[src/rtl/cfg_loader_pkg.sv]
// Shared constants and FSM state type for the configuration-chain loader.
package cfg_loader_pkg;

   localparam int CFG_WIDTH_DEF = 128;   // 5+5+5+9+96+4+4
   localparam int BYTE_W        = 8;

   typedef enum logic [1:0] {
      IDLE      = 2'd0,
      WAIT_BYTE = 2'd1,
      SHIFT     = 2'd2,
      FINISH    = 2'd3
   } state_e;

endpackage

[src/rtl/cfg_loader_bit_serdes.sv]
// Byte serialiser/deserialiser for the configuration chain: LSB-first TX
// shifter, MSB-side RX capture and a bit counter that flags the eighth shift.
module cfg_bit_serdes
   import cfg_loader_pkg::*;
(
   input  logic              clk,
   input  logic              rst,
   input  logic              load,
   input  logic              shift,
   input  logic [BYTE_W-1:0] din,
   input  logic              cfg_q,
   output logic              tx_bit_next,
   output logic [BYTE_W-1:0] rx_byte,
   output logic              byte_done
);

   logic [BYTE_W-1:0] tx_q, tx_d;
   logic [BYTE_W-1:0] rx_q, rx_d;
   logic [2:0]        bit_cnt_q, bit_cnt_d;

   always_comb begin
      tx_d      = tx_q;
      rx_d      = rx_q;
      bit_cnt_d = bit_cnt_q;
      if (load) begin
         tx_d      = din;
         rx_d      = '0;
         bit_cnt_d = '0;
      end else if (shift) begin
         tx_d      = {1'b0, tx_q[BYTE_W-1:1]};
         rx_d      = {cfg_q, rx_q[BYTE_W-1:1]};
         bit_cnt_d = bit_cnt_q + 3'd1;
      end
   end

   // The registered CFG_D in the top must already hold the bit the shifter
   // will present next cycle, so expose the post-update LSB.
   assign tx_bit_next = tx_d[0];
   assign rx_byte     = rx_d;
   assign byte_done   = shift && (bit_cnt_q == 3'd7);

   always_ff @(posedge clk) begin
      if (rst) begin
         tx_q      <= '0;
         rx_q      <= '0;
         bit_cnt_q <= '0;
      end else begin
         tx_q      <= tx_d;
         rx_q      <= rx_d;
         bit_cnt_q <= bit_cnt_d;
      end
   end

endmodule

[src/rtl/cfg_loader.sv]
// Byte-parallel front end for the serial configuration chain: loads bytes
// LSB-first onto the chain while reading back the previous contents.
//
//   state     | meaning
//   IDLE      | no load in progress, waiting for START
//   WAIT_BYTE | DIN_READY high, waiting for the next byte
//   SHIFT     | 8 cycles driving CFG_WE/CFG_D, capturing CFG_Q
//   FINISH    | DONE pulse, back to IDLE
module cfg_loader
   import cfg_loader_pkg::*;
#(
   parameter int CFG_WIDTH = CFG_WIDTH_DEF
) (
   input  logic       CLK,
   input  logic       RST,
   input  logic       START,
   input  logic       ABORT,
   input  logic [7:0] DIN,
   input  logic       DIN_VALID,
   output logic       DIN_READY,
   output logic       CFG_WE,
   output logic       CFG_D,
   input  logic       CFG_Q,
   output logic [7:0] RDATA,
   output logic       RVALID,
   output logic       BUSY,
   output logic       DONE,
   output logic       ERR
);

   localparam int NBYTES = CFG_WIDTH / BYTE_W;
   localparam int CNT_W  = $clog2(NBYTES + 1);

   if ((CFG_WIDTH % BYTE_W) != 0 || CFG_WIDTH <= 0) begin : g_width_check
      $error("cfg_loader: CFG_WIDTH must be a positive multiple of 8");
   end

   state_e             state_q, state_d;
   logic [CNT_W-1:0]   byte_cnt_q, byte_cnt_d;
   logic               err_q, err_d;
   logic [BYTE_W-1:0]  rdata_q, rdata_d;
   logic               rvalid_q, rvalid_d;
   logic               cfg_we_q, cfg_we_d;
   logic               cfg_d_q, cfg_d_d;

   logic               load, shift, byte_done, tx_bit_next, last_byte;
   logic [BYTE_W-1:0]  rx_byte;

   assign load      = (state_q == WAIT_BYTE) && DIN_VALID && !ABORT;
   assign shift     = (state_q == SHIFT);
   assign last_byte = (byte_cnt_q == CNT_W'(NBYTES - 1));

   cfg_bit_serdes u_serdes (
      .clk         (CLK),
      .rst         (RST),
      .load        (load),
      .shift       (shift),
      .din         (DIN),
      .cfg_q       (CFG_Q),
      .tx_bit_next (tx_bit_next),
      .rx_byte     (rx_byte),
      .byte_done   (byte_done)
   );

   always_ff @(posedge CLK) begin
      if (RST) state_q <= IDLE;
      else     state_q <= state_d;
   end

   always_comb begin
      state_d = state_q;
      case (state_q)
         IDLE:      if (START) state_d = WAIT_BYTE;
         WAIT_BYTE: begin
            if (ABORT)          state_d = IDLE;
            else if (DIN_VALID) state_d = SHIFT;
         end
         SHIFT: begin
            if (ABORT)          state_d = IDLE;
            else if (byte_done) state_d = last_byte ? FINISH : WAIT_BYTE;
         end
         FINISH:    state_d = IDLE;
         default:   state_d = IDLE;
      endcase
   end

   always_comb begin
      byte_cnt_d = byte_cnt_q;
      err_d      = err_q;
      rdata_d    = rdata_q;
      rvalid_d   = 1'b0;
      if (state_q == IDLE && START) begin
         byte_cnt_d = '0;
         err_d      = 1'b0;
      end
      if ((state_q == WAIT_BYTE || state_q == SHIFT) && ABORT) err_d = 1'b1;
      // An abort on the eighth shift still discards the byte.
      if (byte_done && !ABORT) begin
         rdata_d    = rx_byte;
         rvalid_d   = 1'b1;
         byte_cnt_d = byte_cnt_q + CNT_W'(1);
      end
      cfg_we_d  = (state_d == SHIFT);
      cfg_d_d   = cfg_we_d & tx_bit_next;
      BUSY      = (state_q != IDLE);
      DONE      = (state_q == FINISH);
      DIN_READY = (state_q == WAIT_BYTE);
   end

   always_ff @(posedge CLK) begin
      if (RST) begin
         byte_cnt_q <= '0;
         err_q      <= 1'b0;
         rdata_q    <= '0;
         rvalid_q   <= 1'b0;
         cfg_we_q   <= 1'b0;
         cfg_d_q    <= 1'b0;
      end else begin
         byte_cnt_q <= byte_cnt_d;
         err_q      <= err_d;
         rdata_q    <= rdata_d;
         rvalid_q   <= rvalid_d;
         cfg_we_q   <= cfg_we_d;
         cfg_d_q    <= cfg_d_d;
      end
   end

   assign CFG_WE = cfg_we_q;
   assign CFG_D  = cfg_d_q;
   assign RDATA  = rdata_q;
   assign RVALID = rvalid_q;
   assign ERR    = err_q;

endmodule

[config.mk]
export PLATFORM = sky130hd
export DESIGN_NAME = cfg_loader
export DESIGN_NICKNAME = d
export VERILOG_FILES = /design/src/rtl/cfg_loader_pkg.sv /design/src/rtl/cfg_loader_bit_serdes.sv /design/src/rtl/cfg_loader.sv
export SDC_FILE = /design/constraint.sdc
export NUM_CORES = 1
export LEC_CHECK = 0
export BUFFER_PORTS_ARGS = -buffer_cell sky130_fd_sc_hd__buf_4
export CAP_MARGIN = 20
export CORE_MARGIN = 5
export CORE_UTILIZATION = 54
export DETAILED_ROUTE_END_ITERATION = 10
export GPL_TIMING_DRIVEN = 0
export MAX_ROUTING_LAYER = met4
export PLACE_DENSITY_LB_ADDON = 0.08
export RECOVER_POWER = 25
export SETUP_SLACK_MARGIN = 0.1
export SYNTH_ARGS = -nofsm -noshare
export SYNTH_HDL_FRONTEND = slang
export SYNTH_SLANG_ARGS = --single-unit
export TNS_END_PERCENT = 10
[constraint.sdc]
create_clock -name CLK -period 2.17 [get_ports CLK]
set_input_delay 0.1085 -clock CLK [delete_from_list [all_inputs] [get_ports CLK]]
set_output_delay 0.1085 -clock CLK [all_outputs]
set_load 0.02 [all_outputs]
==> impl_results.md <==
- Ant diodes: 0
- Max rail drop VDD: 0.4920 mV
- Sequential share of the synthesized area: 0.4514
- Pwr dens: 647.5 nW/um2
- Synth warn: 0
- Cts repair resizes: 0
- Clock Sinks: 38
- Routed Wire Length: 3.253 mm
- Vias in the first global route: 1274
- WL/cell: 13.12 um
- Max Slew Vio Count: 0
- WP buf/inv: 3
- Ys async rst share: 0
- Max stage delay on crit path: 0.45 ns
- R2r setup slk: 0.39 ns
- DIE HEIGHT: 65.87 um
- Period utilization: 0.8185
- RSZ-0062 raised after global routing: no
- CTS max path bufs: 2
- Postcts setup bufs: 0
- Clock tree from TritonCTS: yes
- Critical path data required time: 2.39 ns
- Initial antenna violation count: 0
- Most common cell after layout, fill and taps aside: dfxtp_1
- Layout Skew: 0.006769 ns
- WP data arrival: 1.99 ns
- # nets final: 227
- Type of origin of the critical path: register
- Final-report hold violation count: 0
- Hold path start: DIN[3]
- Yosys cell types: 38
- Deepest level of the CTS H-tree: 2
- Fin util: 0.6558
- Status: completed
- Top FF cell, synth: dfxtp_1
- Final setup fails: 0
- Worst r2r src: state_q[0]
- Routed Antenna Nets: 0
- Row count: 20
- Final total negative setup slack: 0 ns
- Hold Crit Class: in -> reg
- Clock-pin slew on the worst setup and hold paths: 0.11 ns
- CP top delay family: flip-flops
- Synth top area share: 0.4514
- Die width: 65.87 um
- Slowest cell on crit path: dfxtp_1
- Total Power: 0.001286 W
- Worst setup EP type: register
- Cell Area, Placed: 1943 um2
- Cell taking the most area after synthesis: dfxtp_1
- Synthesized area per cell: between 9 and 10 um2
- Critical path class: reg -> reg
- Synth area leaders: dfxtp_1 (45%), mux2i_1 (7.1%), nor2_1 (7.1%)
- Initial core utilization: 0.5566
- Clk root buf: clkbuf_4
- Post-Syn Instances: about 170
- Drt first-iter violations: 109
- Most frequent cells in the layout: dfxtp_1 (38), nor2_1 (32), clkbuf_1 (16), buf_4 (14), mux2i_1 (12)
- Share of cells above drive strength 1: 0.1863
- Remaining DRCs: 0
- Final Wtd Congestion: 0.8778
- Largest net degree at the start of global routing: 12
- Syn nets: ~190
- Critical Path Source: state_q[0]
- Placed wire-length estimate: 2.368 mm
- First-pass GRT wire length: 5.492 mm
- Max Clk Rate: between 0.5 and 0.6 GHz
- Post-synth EDFFs: 0
- Port Buffers: 27
- Post-route cell area: a little under 2000 um2
- Placed Cells: 240
- Leakage: 0.7919 nW
- Synthesis-to-layout area growth: 17.82%
- FF+latch count, synth: 38
- CTS Buf Count: 5
- Worst path cell trace: inv_1, ha_1, buf_6, and3b_4, and2_1, buf_2, a22oi_1, nor2_1
- Drt first pass iters: 4
- Core Region: 3028 um2
- Non-filler cells in the finished layout: between 200 and 250
- Die area: 4338 um2
- Grt ovf: 0
- Slew HR: 0.6430
- Via density: 5.185
- Crit Path Max Fanout: 6
- Total Routing Usage GR: 0.1706
- Insertion delay to the later sink of the worst-skew pair: about 0.33 ns
- Fin crit period: 1.776 ns
- Synthesized area: 1685 um2
- Slew @ Worst Pin: 0.5356 ns
- Max_cap viols: 0
- Via count of the routed design: 1286
- Ports: 29
[sequential cells by signal, summed over array words and instances, names as in the netlist]
name / cells
RDATA: 8
u_serdes.rx_q: 8
u_serdes.tx_q: 8
byte_cnt_q: 5
u_serdes.bit_cnt_q: 3
state_q: 2
CFG_D: 1
CFG_WE: 1
ERR: 1
RVALID: 1
[worst register-to-register path, delay by kind of cell (launching register included)]
kind | cells | cell delay, ns
flops | 1 | 0.45
fa+ha+maj | 1 | 0.23
simple gates | 3 | 0.42
compound gates | 1 | 0.15
buf+inv | 3 | 0.41
[timing repair]
| item | 4_1_cts | 5_1_grt |
|---|---|---|
| endpoints found under the hold margin | 1 | 0 |
| hold buffers | 1 | 0 |
| endpoints found under the setup margin | 0 | 0 |
[synth_stat cells (all sizes together) (2+ instances only)]
cell type  number
dfxtp          38
a22oi           7
ha              9
nand3           2
o21ai           3
nor2b           7
nor2           32
clkbuf          3
mux2            6
nand2           3
and3b           2
nor3            3
a21oi           8
and2            2
inv             4
buf             7
nor3b           2
nand3b          4
a211oi          8
mux2i          12
[power by group]
group	switching (W)	internal [W]	leakage, nW	total [W]
clock	0.000216	0.000268	0.0443	0.000485
combinational	0.0000493	0.0000399	0.441	0.0000892
sequential	0.00000617	0.000706	0.307	0.000712
[per-layer routing]
metal,GRT usage,part of all wire,vias up
met5,-,0,-
met4,0.08549,0.024,0
met3,0.04252,0.043,10
met2,0.2741,0.45,24
met1,0.1975,0.48,598
li1,-,-,654
[cell type report]
class / count / area [um2]
well taps: 44 / 55.05
fillers: 277 / 1042
repair buffers: 28 / 163.9
flip-flops and latches: 38 / 760.7
inverters: 4 / 15.01
clock buffers: 6 / 51.30
clock inverters: 1 / 30.03
multi-input cells: 117 / 840.8
plain buffers: 10 / 68.82
[through the flow]
step	setup WS [ns]	hold slack, ns
2_1_floorplan	0.5874	0.2524
3_3_place_gp	0.4591	0.3454
3_5_place_dp	0.4097	0.3494
4_1_cts	0.3985	0.05855
5_1_grt	0.3166	0.05770
6_report	0.3938	0.06257
[worst paths after layout]
path	to	depth (start not counted)
worst min register to register	byte_cnt_q[3]	1
worst min-delay path	u_serdes.tx_q[3]	3
worst max register to register	RDATA[2]	8
worst max-delay path	RDATA[2]	8
[cells by family after synthesis]
kind of cell    synth area share
mux                       0.1114
xor+xnor                0.005198
buf+inv                  0.04973
flops                     0.4514
fa+ha+maj                0.06682
simple gates              0.1849
compound gates            0.1307
No activity file was read; power rests on OpenSTA's default activity.
